===== src/rtl/seg_pkg.sv =====
`default_nettype none
// ============================================================================
// Module      : seg_pkg
// Description : Shared types and constants for the 7-segment display
//               scheduler. Holds the FSM state encoding, digit and source
//               codes, and the double-dabble nibble adjust helper.
// Revision    : 1.0 - initial release
// ============================================================================
package seg_pkg;

    typedef enum logic [1:0] {
        IDLE = 2'd0,
        CONV = 2'd1,
        SHOW = 2'd2
    } state_t;

    localparam logic [3:0] DIG_BLANK   = 4'd15;
    localparam logic [3:0] SRC_RX_CODE = 4'd1;
    localparam logic [3:0] SRC_TX_CODE = 4'd2;

    localparam logic [1:0] SEL_NONE = 2'b00;
    localparam logic [1:0] SEL_RX   = 2'b01;
    localparam logic [1:0] SEL_TX   = 2'b10;

    // Double-dabble correction: a nibble of 5 or more would exceed 9 after
    // the next shift, so bias it by 3 first.
    function automatic logic [3:0] dabble_adj(input logic [3:0] n);
        return (n >= 4'd5) ? (n + 4'd3) : n;
    endfunction

endpackage
`default_nettype wire


===== src/rtl/bin2bcd_seq.sv =====
`default_nettype none
// ============================================================================
// Module      : bin2bcd_seq
// Description : Sequential 8-bit binary to 3-digit BCD converter using
//               double-dabble, one iteration per clock, 8 iterations.
// Ports       : clk   - clock, posedge
//               rst_n - asynchronous active-low reset
//               start - load bin and begin (ignored while a conversion runs)
//               bin   - binary byte to convert
//               done  - high for one cycle once all 8 iterations are done;
//                       bcd is valid during that cycle
//               bcd   - {hundreds, tens, ones}
// Revision    : 1.0 - initial release
// ============================================================================
module bin2bcd_seq
    import seg_pkg::*;
(
    input  logic        clk,
    input  logic        rst_n,
    input  logic        start,
    input  logic [7:0]  bin,
    output logic        done,
    output logic [11:0] bcd
);

    logic        running_q, running_d;
    logic [3:0]  iter_q,    iter_d;
    logic [19:0] shift_q,   shift_d;   // {hundreds, tens, ones, binary}
    logic [11:0] adj;

    always_comb begin
        running_d = running_q;
        iter_d    = iter_q;
        shift_d   = shift_q;
        adj       = {dabble_adj(shift_q[19:16]),
                     dabble_adj(shift_q[15:12]),
                     dabble_adj(shift_q[11:8])};

        if (!running_q) begin
            if (start) begin
                running_d = 1'b1;
                iter_d    = 4'd0;
                shift_d   = {12'd0, bin};
            end
        end else if (iter_q == 4'd8) begin
            // Result is presented via done for exactly this one cycle.
            running_d = 1'b0;
        end else begin
            shift_d = {adj[10:0], shift_q[7:0], 1'b0};
            iter_d  = iter_q + 4'd1;
        end
    end

    always_ff @(posedge clk or negedge rst_n) begin
        if (!rst_n) begin
            running_q <= 1'b0;
            iter_q    <= 4'd0;
            shift_q   <= 20'd0;
        end else begin
            running_q <= running_d;
            iter_q    <= iter_d;
            shift_q   <= shift_d;
        end
    end

    assign done = running_q && (iter_q == 4'd8);
    assign bcd  = shift_q[19:8];

endmodule
`default_nettype wire


===== src/rtl/seg_disp_sched.sv =====
`default_nettype none
// ============================================================================
// Module      : seg_disp_sched
// Description : Shares a 4-digit 7-segment scanner between UART RX and TX
//               byte sources. Latches the newest byte per source, arbitrates
//               round-robin, holds each source for a dwell time, converts the
//               byte to BCD and drives the scanner digits and scan tick.
// Ports       : CLK, RST_n          - clock / async active-low reset
//               rx_valid, rx_data  - RX byte strobe and data
//               tx_valid, tx_data  - TX byte strobe and data
//               q3                 - source digit (1=RX, 2=TX, 15=blank)
//               q2, q1, q0         - BCD hundreds, tens, ones
//               scan_tick          - one-cycle pulse every SCAN_DIV cycles
//               src_sel            - 00 none, 01 RX shown, 10 TX shown
//               busy               - high while converting or showing
// Revision    : 1.0 - initial release
// ============================================================================
module seg_disp_sched
    import seg_pkg::*;
#(
    parameter int SCAN_DIV    = 12500,
    parameter int DWELL_TICKS = 2000
) (
    input  logic       CLK,
    input  logic       RST_n,
    input  logic       rx_valid,
    input  logic [7:0] rx_data,
    input  logic       tx_valid,
    input  logic [7:0] tx_data,
    output logic [3:0] q3,
    output logic [3:0] q2,
    output logic [3:0] q1,
    output logic [3:0] q0,
    output logic       scan_tick,
    output logic [1:0] src_sel,
    output logic       busy
);

    localparam int SCAN_W  = $clog2(SCAN_DIV);
    localparam int DWELL_W = $clog2(DWELL_TICKS + 1);
    localparam logic [SCAN_W-1:0]  SCAN_LAST  = SCAN_W'(SCAN_DIV - 1);
    localparam logic [DWELL_W-1:0] DWELL_INIT = DWELL_W'(DWELL_TICKS);

    state_t             state_q,     state_d;
    logic               rx_pend_q,   rx_pend_d;
    logic               tx_pend_q,   tx_pend_d;
    logic [7:0]         rx_byte_q,   rx_byte_d;
    logic [7:0]         tx_byte_q,   tx_byte_d;
    logic               last_rx_q,   last_rx_d;   // 1: RX was served last
    logic [SCAN_W-1:0]  scan_cnt_q,  scan_cnt_d;
    logic [DWELL_W-1:0] dwell_q,     dwell_d;
    logic [3:0]         q3_q, q3_d, q2_q, q2_d, q1_q, q1_d, q0_q, q0_d;
    logic [1:0]         src_sel_q,   src_sel_d;

    logic               pick_rx;
    logic               conv_start;
    logic [7:0]         conv_byte;
    logic               conv_done;
    logic [11:0]        conv_bcd;

    bin2bcd_seq u_bin2bcd (
        .clk   (CLK),
        .rst_n (RST_n),
        .start (conv_start),
        .bin   (conv_byte),
        .done  (conv_done),
        .bcd   (conv_bcd)
    );

    assign scan_tick = (scan_cnt_q == SCAN_LAST);

    always_comb begin
        state_d    = state_q;
        rx_pend_d  = rx_pend_q;
        tx_pend_d  = tx_pend_q;
        rx_byte_d  = rx_byte_q;
        tx_byte_d  = tx_byte_q;
        last_rx_d  = last_rx_q;
        dwell_d    = dwell_q;
        q3_d       = q3_q;
        q2_d       = q2_q;
        q1_d       = q1_q;
        q0_d       = q0_q;
        src_sel_d  = src_sel_q;
        pick_rx    = 1'b0;
        conv_start = 1'b0;
        conv_byte  = rx_byte_q;
        scan_cnt_d = scan_tick ? '0 : (scan_cnt_q + 1'b1);

        case (state_q)
            IDLE: begin
                if (rx_pend_q || tx_pend_q) begin
                    // On a tie, the source not served last wins.
                    pick_rx    = rx_pend_q && (!tx_pend_q || !last_rx_q);
                    conv_start = 1'b1;
                    conv_byte  = pick_rx ? rx_byte_q : tx_byte_q;
                    last_rx_d  = pick_rx;
                    if (pick_rx) begin
                        rx_pend_d = 1'b0;
                    end else begin
                        tx_pend_d = 1'b0;
                    end
                    state_d = CONV;
                end
            end
            CONV: begin
                if (conv_done) begin
                    // All four digits commit together on this edge.
                    q3_d      = last_rx_q ? SRC_RX_CODE : SRC_TX_CODE;
                    q2_d      = conv_bcd[11:8];
                    q1_d      = conv_bcd[7:4];
                    q0_d      = conv_bcd[3:0];
                    src_sel_d = last_rx_q ? SEL_RX : SEL_TX;
                    dwell_d   = DWELL_INIT;
                    state_d   = SHOW;
                end
            end
            SHOW: begin
                if (scan_tick) begin
                    dwell_d = dwell_q - 1'b1;
                    if (dwell_q == DWELL_W'(1)) begin
                        state_d = IDLE;
                    end
                end
            end
            default: state_d = IDLE;
        endcase

        // Capture comes last so a strobe coinciding with consumption of the
        // same source keeps the fresh byte pending.
        if (rx_valid) begin
            rx_pend_d = 1'b1;
            rx_byte_d = rx_data;
        end
        if (tx_valid) begin
            tx_pend_d = 1'b1;
            tx_byte_d = tx_data;
        end
    end

    always_ff @(posedge CLK or negedge RST_n) begin
        if (!RST_n) begin
            state_q    <= IDLE;
            rx_pend_q  <= 1'b0;
            tx_pend_q  <= 1'b0;
            rx_byte_q  <= 8'd0;
            tx_byte_q  <= 8'd0;
            last_rx_q  <= 1'b0;
            scan_cnt_q <= '0;
            dwell_q    <= '0;
            q3_q       <= DIG_BLANK;
            q2_q       <= DIG_BLANK;
            q1_q       <= DIG_BLANK;
            q0_q       <= DIG_BLANK;
            src_sel_q  <= SEL_NONE;
        end else begin
            state_q    <= state_d;
            rx_pend_q  <= rx_pend_d;
            tx_pend_q  <= tx_pend_d;
            rx_byte_q  <= rx_byte_d;
            tx_byte_q  <= tx_byte_d;
            last_rx_q  <= last_rx_d;
            scan_cnt_q <= scan_cnt_d;
            dwell_q    <= dwell_d;
            q3_q       <= q3_d;
            q2_q       <= q2_d;
            q1_q       <= q1_d;
            q0_q       <= q0_d;
            src_sel_q  <= src_sel_d;
        end
    end

    assign q3      = q3_q;
    assign q2      = q2_q;
    assign q1      = q1_q;
    assign q0      = q0_q;
    assign src_sel = src_sel_q;
    assign busy    = (state_q != IDLE);

endmodule
`default_nettype wire


===== config.mk =====
export PLATFORM = sky130hd
export DESIGN_NAME = seg_disp_sched
export DESIGN_NICKNAME = d
export VERILOG_FILES = /design/src/rtl/seg_pkg.sv /design/src/rtl/bin2bcd_seq.sv /design/src/rtl/seg_disp_sched.sv
export SDC_FILE = /design/constraint.sdc
export NUM_CORES = 1
export LEC_CHECK = 0
export ABC_AREA = 1
export CAP_MARGIN = 20
export CELL_PAD_IN_SITES_DETAIL_PLACEMENT = 0
export CELL_PAD_IN_SITES_GLOBAL_PLACEMENT = 2
export CORE_MARGIN = 5
export CORE_UTILIZATION = 37
export CTS_BUF_LIST = sky130_fd_sc_hd__clkbuf_4 sky130_fd_sc_hd__clkbuf_8 sky130_fd_sc_hd__clkbuf_16
export DETAILED_ROUTE_END_ITERATION = 10
export PLACE_DENSITY = 0.94
export RECOVER_POWER = 100
export SYNTH_ARGS = -nofsm -noshare
export SYNTH_HDL_FRONTEND = slang
export SYNTH_HIERARCHICAL = 1
export SYNTH_SLANG_ARGS = --single-unit

===== constraint.sdc =====
create_clock -name CLK -period 2.52 [get_ports CLK]
set_input_delay 0.756 -clock CLK [delete_from_list [all_inputs] [get_ports CLK]]
set_output_delay 0.756 -clock CLK [all_outputs]
set_load 0.1 [all_outputs]

==> Word level (Yosys, flattened, before mapping) <==
Cells that the tools add are included.
{ "classes": {"reduce_logical": 22, "n_eq_ne": 11, "order_cmp": 3, "mux": 36, "n_addsub": 6} }
{ "ops": {"columns": ["cell", "count"], "rows": [
  ["2-to-1 mux 20 bit", 3],
  ["2-to-1 mux 8 bit", 3],
  ["2-to-1 mux 11 bit", 2],
  ["one-hot mux 11 bit (2 select lines)", 1],
  ["2-to-1 mux 4 bit", 5],
  ["nonzero test 2 bit", 8],
  ["adder 14 x 1 -> 14 bit (second input constant)", 1],
  ["== test 14 bit (second input constant)", 1],
  ["2-to-1 mux 14 bit", 1],
  ["2-to-1 mux 1 bit", 13],
  ["greater-or-equal comparator 4 x 3 -> 1 bit (second input constant)", 3],
  ["2-to-1 mux 2 bit", 6],
  ["inequality test 2 bit (second input constant)", 6],
  ["== test 11 x 1 -> 1 bit (second input constant)", 1],
  ["subtractor 11 x 1 -> 11 bit (second input constant)", 1],
  ["AND reduction 3 bit", 3],
  ["adder 4 x 2 -> 4 bit (second input constant)", 2],
  ["one-hot mux 2 bit (3 select lines)", 1],
  ["AND reduction 2 bit", 3],
  ["adder 4 x 1 -> 4 bit (second input constant)", 1],
  ["== test 4 bit (second input constant)", 1],
  ["AND reduction 4 bit", 1],
  ["adder 3 x 2 -> 3 bit (second input constant)", 1],
  ["2-to-1 mux 3 bit", 1],
  ["other kinds (6)", 9]
]} }
{ "totals": {"output_inout_bits": 20, "ff_bits": 89, "input_bits": 20} }

==> Logic depth before layout (Yosys ltp) <==
Gate-level depths: netlist (run 1).
{ "depth": {"word_depth": 8, "mapped_depth": 9, "mapped_depth_nobuf": 9} }

==> Cells and area by module <==
The synthesis (run 1) kept the hierarchy.
{ "modules_own_cells": {"columns": ["module", "area_per_inst_um2", "instances", "cells_each"], "rows": [
  ["seg_disp_sched", 3034.2, 1, 383],
  ["bin2bcd_seq", 1544.0, 1, 194]
]} }

==> Worst setup path before layout (run 1) <==
OpenSTA, ideal clock, no wires.
{ "synth_timing": {"path_type": "reg2out", "startpoint": "register scan_cnt_q[0]", "endpoint": "output scan_tick", "path_stages_with_launch": 6, "slack_ns": 0.383, "required_ns": 1.764, "t_arrival_ns": 1.381, "path_cell_list": "dfrtp_1 ha_1 nand3_1 nor3_2 nand2_1 inv_2"} }
{ "synth_via": {"elab_chain_len": 1} }
{ "synth_lines": {"columns": ["item", "line_no", "rtl"], "rows": [
  ["start, declared", "seg_disp_sched.sv:50", "logic [SCAN_W-1:0] scan_cnt_q, scan_cnt_d;"],
  ["start signal, assigned", "seg_disp_sched.sv:163", "scan_cnt_q <= scan_cnt_d;"],
  ["== test 14 bit", "seg_disp_sched.sv:70", "assign scan_tick = (scan_cnt_q == SCAN_LAST);"],
  ["end, declared", "seg_disp_sched.sv:34", "output logic scan_tick,"]
]} }
No other way between the ends.

==> Worst setup path after layout (run 1) <==
{ "layout_timing": {"startpoint": "register scan_cnt_q[1]", "endpoint": "output scan_tick"} }
The elaborated chain is that of the path after synthesis.

==> results of run 1 <==
==> path summary, 6_finish.rpt <==
| check | startpoint | endpoint | slack, ns |
|---|---|---|---|
| max in group asynchronous | RST_n | rx_byte_q[0] | 0.50 |
| hold reg to reg | q3[2] | q3[2] | 0.46 |
| min in group asynchronous | RST_n | scan_cnt_q[3] | 0.69 |
| hold / removal | q3[2] | q3[2] | 0.46 |
| setup reg to reg | u_bin2bcd/iter_q[0] | dwell_q[10] | 0.30 |
| setup / recovery | scan_cnt_q[1] | scan_tick | 0.1 |
==> per-stage QoR <==
step                      worst slack [ns]  cell area (um2)
after detailed placement             0.294             5010
final                               0.0998             5190
after global placement               0.365             5010
after global routing                0.0110             5190
after CTS                           0.0525             5310
after floorplan                      0.383             4580
==> cell usage after synthesis, types with 5 or more instances <==
cell / count / area (um2)
inv_2: 5 / 18.8
o21bai_1: 5 / 37.5
dfrtp_1: 73 / 1830
nand4_1: 13 / 81.3
nand2_1: 206 / 773
dfstp_2: 15 / 394
o21ai_2: 8 / 70.1
ha_1: 11 / 138
inv_1: 65 / 244
nor2_1: 34 / 128
buf_4: 14 / 105
o21ai_0: 29 / 145
nand3_1: 50 / 250
==> metal layers <==
layer  GRT usage (%)  wire length [um]  vias to the layer above
met5               0                 0                        -
met1            18.3              4680                     1637
li1                -                 -                     1866
met3            3.08               349                        9
met2            21.8              4260                       55
met4            5.46               140                        0
==> registers in the layout, indices dropped and copies added, names as in the netlist <==
signal,cells
u_bin2bcd/running_q,1
q2,4
u_bin2bcd/shift_q,20
last_rx_q,1
src_sel,2
q3,3
u_bin2bcd/iter_q,4
dwell_q,11
state_q,2
q1,4
rx_byte_q,8
tx_pend_q,1
q0,4
scan_cnt_q,14
rx_pend_q,1
tx_byte_q,8
==> critical path: stages (launching register included) <==
cell and delay, ns:
dfrtp_1 0.37, ha_1 0.21, nand3_1 0.12, nor3_4 0.19, nand2_2 0.14, inv_4 0.12, buf_12 0.18
==> area by class of cell <==
class | count | area share, %
Clock buffer | 11 | 4.74
Tap cell | 168 | 4.05
Clock inverter | 5 | 0.626
Timing Repair Buffer | 46 | 6.55
Inverter | 72 | 5.25
Multi-Input combinational cell | 392 | 36.0
Sequential cell | 88 | 42.8
==> what timing repair did <==
item / CTS / global route
endpoints found under the hold margin: 0 / 0
gates resized for setup: 2 / 1
buffers inserted: 1 / 0
pin swaps: 0 / 0
hold buffers: 0 / 0
endpoints found under the setup margin: 1 / 1
==> power groups by stage <==
stage	clock network, uW	logic [uW]	registers, uW
2_1_floorplan	0	431	2180
3_3_place_gp	0	1040	1740
3_5_place_dp	0	1050	1740
4_1_cts	1300	1050	1720
5_1_grt	1360	1080	1740
6_report	1260	990	1720
==> cell families (layout without fill, tap and decap cells) <==
logic type	after synthesis	after routing	share of synthesized area (%)
compound gates	52	52	7.27
flops	88	88	48.5
buf+inv	97	134	9.87
xor+xnor	6	6	1.15
fa+ha+maj	11	11	3.01
simple gates	323	323	30.2
==> results.md, run 1 <==
- Post-DRT Antenna Nets: 0
- Most frequent cells in the layout: 208 x nand2_1, 73 x dfrtp_1, 66 x inv_1
- Syn Nets: 608
- Pwr Density: 763 nW/um2
- Post-synth ARST share: between 90% and 100%
- Area of the multi-input gates: about 1900 um2
- Maxcap violations: 0
- Fin util: 43.1%
- Power Total: 3970 uW
- Cell internal pwr: 2520 uW
- Ant diodes: 0
- Grt ovf: 0
- Hold Crit Class: reg -> reg
- WL final: 9440 um
- RSZ-0062 raised after global routing: no
- Share of layout cells above drive strength 1: about an eighth
- Commonest non-fill, non-tap cell in the layout: nand2_1
- R2r worst-path depth: 9
- CTS tree: done
- CTS Buffer Depth: 2
- Yosys reg bits: just under 90
- Fill cells: 1238
- CORE AREA: 12100 um2
- H-Tree Depth: 3
- Final nets: 640
- Status: complete, no violations
- Largest net degree at the start of global routing: 42
- Post-Place Cells: 765
- Sw power: 1440 uW
- Slew @ Worst Pin: 1.31 ns
- DR vias: 3567
- Die height: 121 um
- RD Place Congestion: 0.764
- Final number of setup-violating endpoints: 0
- Synthesized area: 4580 um2
- Switching Fraction: a little over a third
- Worst setup path class: reg -> out
- Setup TNS: 0 ns
- Final non-filler cell total: 782
- Die Width: 121 um
- Yosys warns: 6
- Fmax: 0.413 GHz
- Startpoint Class: flop
- Max FO, Critical Path: 6
- Sequential area share after synthesis: between 40 and 50%
- Area grow syn2layout: 13.5%
- Drt pass-1 iters: 4
- Iter 0 DRT Violations: 210
- Post-route minimum period: 2.42 ns
- Logic gate share of total power: about a quarter
- Root buffer cell: clkbuf_16
- Number of synthesized flops with an enable pin: 0
- Total GRT Usage: 13.8%
- Syn Inst Count: 577
- Fin crit share: 96.0%
- Clk pwr share: 31.7%
- Wirelength per Cell: 12.1 um
- Die area: 14700 um2
- Vias in the first global route: 3515
- Syn Area/Cell: just under 8 um2
- CTS Buf Count: 9
- Seq pwr share: 43.4%
- WP data arrival: 1.66 ns
- Detail Placement HPWL: 6650 um
- Number of top-level pins: 40
- Rows: 40
- Max VDD drop: between 300 and 400 uV
- Synth unique cells: 35
- Worst slew margin: between 10% and 20%
- Most used DFF post-synth: dfrtp_1
- Worst Hold Depth: 2
- Port bufs: 39
- Wire length of the first global-routing pass: 16200 um
- Register Area: 2220 um2
- Drc violations: 0
- Worst skew pair latency: 0.35 ns
- Hold slack: between 0.4 and 0.5 ns
- Starting Density: 38.0%
- Vias/cell: approximately 4.6
- Leak: 0.00261 uW
- Crit path required time: 1.76 ns
- Clk sinks: 88
- Initial antenna violation count: 0
- Worst-path clk slew: 0.06 ns
- Setup crit end kind: output port
- Pins Over Slew Limit: 0
- Final Hold Violating Endpoints: 0
- Clock Skew: 0.00880 ns
No activity file was read; power rests on OpenSTA's default activity.
==> run 2: changes to the inputs <==
--- a/config.mk
+++ b/config.mk
@@ -10,10 +10,10 @@
 export CELL_PAD_IN_SITES_DETAIL_PLACEMENT = 0
 export CELL_PAD_IN_SITES_GLOBAL_PLACEMENT = 2
 export CORE_MARGIN = 5
-export CORE_UTILIZATION = 37
+export CORE_UTILIZATION = 30
 export CTS_BUF_LIST = sky130_fd_sc_hd__clkbuf_4 sky130_fd_sc_hd__clkbuf_8 sky130_fd_sc_hd__clkbuf_16
 export DETAILED_ROUTE_END_ITERATION = 10
-export PLACE_DENSITY = 0.94
+export PLACE_DENSITY = 0.8
 export RECOVER_POWER = 100
 export SYNTH_ARGS = -nofsm -noshare
 export SYNTH_HDL_FRONTEND = slang
==> results.md, run 2 (same netlist as run 1, synthesis figures left out) <==
- Final Hold Violating Endpoints: 0
- Cell class contributing the biggest share of worst-path delay: simple AND/OR/NAND/NOR gates
- Setup ws final: 0.133 ns
- Fin crit share: between 90% and 100%
- Pwr Density: 780 nW/um2
- DR vias: about 3600
- RD Place Congestion: about 0.82
- Number of top-level pins: 40
- Vias/cell: 4.50
- Crit. Startpoint: scan_cnt_q[1]
- Pins Over Slew Limit: 0
- Most frequent cells in the layout: 208 x nand2_1, 73 x dfrtp_1, 65 x inv_1
- Starting Density: 30.3%
- Root buffer cell: clkbuf_16
- Grt ovf: 0
- Total GRT Usage: 11.8%
- Initial antenna violation count: 0
- Worst setup path class: reg -> out
- H-Tree Depth: 3
- Status: complete, no violations
- Largest regs: u_bin2bcd/shift_q x20, scan_cnt_q x14, dwell_q x11
- CP peak stage delay: 0.37 ns
- Wire length of the first global-routing pass: 17100 um
- Dpl cell area: 5050 um2
- Setup TNS: 0 ns
- Drt pass-1 iters: 4
- Critical path cell sequence: ha_1 > nand3_1 > nor3_2 > nand2_2 > inv_2 > buf_12
- Setup crit end kind: output port
- Post-DRT Antenna Nets: 0
- Rows: 45
- Largest Register: u_bin2bcd/shift_q
- Detail Placement HPWL: 7070 um
- Leak: 0.00263 uW
- Hold path startpoint: q3[2]
- Clk sinks: 88
- WP data arrival: 1.63 ns
- Clock Skew: 0.00731 ns
- CTS Buf Count: 9
- Die height: 134 um
- Launch point of the worst reg-to-reg path: u_bin2bcd/iter_q[0]
- Die Width: 134 um
- Commonest non-fill, non-tap cell in the layout: nand2_1
- Max VDD drop: 301 uV
- Iter 0 DRT Violations: 197
- Final nets: approximately 640
- Place WS: 0.296 ns
- Post-route minimum period: 2.39 ns
- Area grow syn2layout: 14.6%
- Max reg flops: 20
- Hold Crit Class: reg -> reg
- Post-route cell area: approximately 5200 um2
- CP bufs+invs: 2
- Ant diodes: 0
- CTS tree: done
- Crit path required time: 1.76 ns
- Final number of setup-violating endpoints: 0
- Max FO, Critical Path: 5
- Vias in the first global route: 3550
- Largest net degree at the start of global routing: 43
- Startpoint Class: flop
- Maxcap violations: 0
- Worst slew margin: 31.6%
- RSZ-0062 raised after global routing: no
- Port bufs: 39
- WL final: approximately 9800 um
- Fmax: 0.419 GHz
- Worst skew pair latency: 0.35 ns
- Share of layout cells above drive strength 1: 11.8%
- CORE AREA: approximately 15000 um2
- Drc violations: 0
- Worst-path clk slew: 0.07 ns
- Crit-path slowest cell: dfrtp_1
- Wirelength per Cell: 12.2 um
- Hold-fix buffers, CTS: 0
- Slew @ Worst Pin: just over 1 ns
- CTS Buffer Depth: 2
- Die area: 17800 um2
[run 2: cell types whose count changed in the layout (fill, tap and decap cells not counted), sizes merged]
cell,delta
clkinvlp,-2
buf,+1
clkbuf,+1
bufinv,+1
clkinv,+2
[run 2: timing repair]
item / in CTS / in global routing
endpoints found under the setup margin: 1 / 1
gates cloned: 0 / 0
pin swaps: 1 / 1
setup buffers: 3 / 0
resized for setup: 1 / 0
[run 2: final timing paths]
kind	endpoint	slack, ns	cells after the start
max	scan_tick	0.13	6
min	q3[2]	0.46	2
max reg2reg	dwell_q[9]	0.35	9
min reg2reg	q3[2]	0.46	2
max in group asynchronous	rx_byte_q[5]	0.73	2
min in group asynchronous	src_sel[1]	0.58	1
[run 2: layout make-up]
| type | instances | area (um2) |
|---|---|---|
| Clock inverter | 6 | 68.8 |
| Clock buffer | 10 | 239 |
| Fill cell | 1638 | 9840 |
| Sequential cell | 88 | 2220 |
| Tap cell | 188 | 235 |
| Inverter | 72 | 270 |
| Multi-Input combinational cell | 392 | 1860 |
| Timing Repair Buffer | 49 | 350 |
[run 2: power breakdown]
| group | internal, uW | total [uW] | switching (uW) |
|---|---|---|---|
| combinational | 221 | 992 | 772 |
| clock | 799 | 1380 | 581 |
| sequential | 1600 | 1720 | 122 |
[run 2: routing by layer]
| layer | wire length, um | vias up | part of all wire [%] | track usage [%] |
|---|---|---|---|---|
| met3 | 272 | 14 | 2.8 | 2.49 |
| met2 | 4640 | 39 | 47 | 18.8 |
| met5 | 0 | - | 0 | 0 |
| met4 | 207 | 0 | 2.1 | 5.49 |
| met1 | 4680 | 1697 | 48 | 15.4 |
| li1 | - | 1869 | - | - |
[run 2: worst min-delay path, stage by stage, from the launching register on]
cell     delay, ns
dfstp_2       0.37
nand2_1       0.06
inv_1         0.03
[run 2: per-stage QoR]
stage / cells / power, uW / hold slack, ns / util (%)
floorplan: 577 / 2610 / 0.442 / -
global placement: 786 / 2790 / 0.447 / 33.4
detailed placement: 786 / 2800 / 0.453 / 33.4
CTS: 805 / 4220 / 0.406 / 35.7
global route: 805 / 4320 / 0.477 / 34.8
finish: 805 / 4090 / 0.459 / 34.8
==> run 3: changes to the inputs <==
--- a/config.mk
+++ b/config.mk
@@ -6,7 +6,7 @@
 export NUM_CORES = 1
 export LEC_CHECK = 0
 export ABC_AREA = 1
-export CAP_MARGIN = 20
+export CAP_MARGIN = 0
 export CELL_PAD_IN_SITES_DETAIL_PLACEMENT = 0
 export CELL_PAD_IN_SITES_GLOBAL_PLACEMENT = 2
 export CORE_MARGIN = 5
@@ -15,6 +15,7 @@
 export DETAILED_ROUTE_END_ITERATION = 10
 export PLACE_DENSITY = 0.8
 export RECOVER_POWER = 100
+export REMOVE_ABC_BUFFERS = 1
 export SYNTH_ARGS = -nofsm -noshare
 export SYNTH_HDL_FRONTEND = slang
 export SYNTH_HIERARCHICAL = 1
==> results.md, run 3 (same netlist as run 1, synthesis figures left out) <==
- Status: complete, no violations
- Logic gate share of total power: 24.9%
- Seq pwr share: between 40 and 50%
- Drc violations: 0
- Detail Placement HPWL: 7000 um
- Wirelength per Cell: 12.2 um
- Final Hold Violating Endpoints: 0
- Sw power: roughly 1400 uW
- Hold Crit Class: reg -> reg
- Pwr Density: 764 nW/um2
- Max VDD drop: 408 uV
- Post-DRT Antenna Nets: 0
- WL final: between 9000 and 10000 um
- Grt ovf: 0
- Total GRT Usage: 11.9%
- Initial antenna violation count: 0
- WP data arrival: 1.65 ns
- Startpoint Class: flop
- Post-route cell area: 5250 um2
- CTS Buf Count: 9
- Worst slew margin: about 13%
- Post-Place Cells: between 700 and 800
- Final nets: around 640
- Drt pass-1 iters: 4
- Dpl cell area: 5040 um2
- Leak: 0.00264 uW
- Port bufs: 39
- Vias in the first global route: 3677
- Reg2reg setup slack: 0.45 ns
- Worst skew pair latency: ~0.34 ns
- Vias/cell: 4.47
- Clk sinks: 88
- CTS tree: done
- Final number of setup-violating endpoints: 0
- Switching Fraction: 35.9%
- Clock Skew: around 0.0067 ns
- Setup TNS: 0 ns
- Die Width: 134 um
- Post-route minimum period: 2.40 ns
- Root buffer cell: clkbuf_16
- Setup crit end: scan_tick
- Worst-path clk slew: around 0.060 ns
- Fin crit share: between 90% and 100%
- Largest Register: u_bin2bcd/shift_q
- Cell internal pwr: 2570 uW
- RD Place Congestion: 0.796
- Setup crit end kind: output port
- Die height: between 100 and 150 um
- Largest net degree at the start of global routing: 50
- Max FO, Critical Path: 5
- CTS Buffer Depth: 2
- Crit. Startpoint: scan_cnt_q[0]
- Clk pwr share: 32.5%
- Final non-filler cell total: 805
- Fin util: between 30% and 40%
- RSZ-0062 raised after global routing: no
- Area grow syn2layout: 14.7%
- Wire length of the first global-routing pass: 17300 um
- Fmax: 0.416 GHz
- Pins Over Slew Limit: 0
- Share of layout cells above drive strength 1: around 12%
- CORE AREA: 15100 um2
- Reg2Reg Capture Point: u_bin2bcd/shift_q[6]
- Number of top-level pins: 40
- Largest regs: u_bin2bcd/shift_q x20, scan_cnt_q x14, dwell_q x11
- Ant diodes: 0
- R2r worst-path depth: 8
- Launch point of the worst reg-to-reg path: state_q[0]
- H-Tree Depth: 3
- Worst Hold Depth: 2
- Worst setup path class: reg -> out
- Iter 0 DRT Violations: 197
- Crit path required time: 1.76 ns
- Commonest non-fill, non-tap cell in the layout: nand2_1
- DR vias: 3600
- Most frequent cells in the layout: 208 x nand2_1, 72 x dfrtp_1, 65 x inv_1
- Starting Density: 30.3%
- Max reg flops: 20
- Slew @ Worst Pin: 1.31 ns
- Maxcap violations: 0
- Die area: 17800 um2
- Rows: 45
run 3: cell types whose count changed in the layout (fill, tap and decap cells not counted), sizes merged:
cell / previous run / this run
buf: 4 / 7
clkinv: 6 / 4
bufinv: 1 / 0
clkbuf: 37 / 36
inv: 70 / 71
run 3: timing repair:
action	CTS	global route
gates resized for setup	2	1
pin swaps	0	1
hold buffers	0	0
buffers inserted	1	3
endpoints found under the setup margin	1	1
run 3: layout make-up:
class | count | area (um2)
fill | 1631 | 9840
sequential | 88 | 2220
multi-input combinational | 392 | 1860
timing repair buffer | 49 | 373
inverter | 72 | 270
clock buffer | 12 | 267
tap | 188 | 235
clock inverter | 4 | 26.3
run 3: stage by stage:
step                      worst slack (ns)  hold WS (ns)  power, uW
after floorplan                      0.383         0.442       2530
after global placement               0.342         0.452       2770
after detailed placement             0.294         0.453       2800
after CTS                           0.0353         0.310       4140
after global routing                0.0174         0.485       4230
final                                0.119         0.458       4010
run 3: worst min path at each step:
stage,slack (ns),startpoint,endpoint
floorplan,0.44,tx_byte_q[0],tx_byte_q[0]
global placement,0.45,q3[2],q3[2]
detailed placement,0.45,q3[2],q3[2]
CTS,0.31,RST_n,dwell_q[10]
global route,0.48,q2[0],q2[0]
finish,0.46,q3[2],q3[2]
run 3: critical path, cell delays in order, from the launching register on:
cell and delay, ns:
dfrtp_2 0.39, ha_2 0.21, nand3_1 0.08, nor3_2 0.21
nand2_2 0.12, inv_2 0.11, buf_12 0.17
run 3: power by group through the flow:
stage	clock [uW]	sequential (uW)	combinational [uW]
6_report	1300	1710	1000
3_5_place_dp	0	1740	1060
3_3_place_gp	0	1740	1040
5_1_grt	1410	1730	1090
2_1_floorplan	0	2180	352
4_1_cts	1370	1710	1060
run 3: per-layer routing:
layer | global-route usage, % | share of wire [%]
met5 | 0 | 0
met4 | 5.66 | 2.2
met3 | 1.96 | 2.3
met2 | 19.8 | 49
met1 | 15.1 | 46
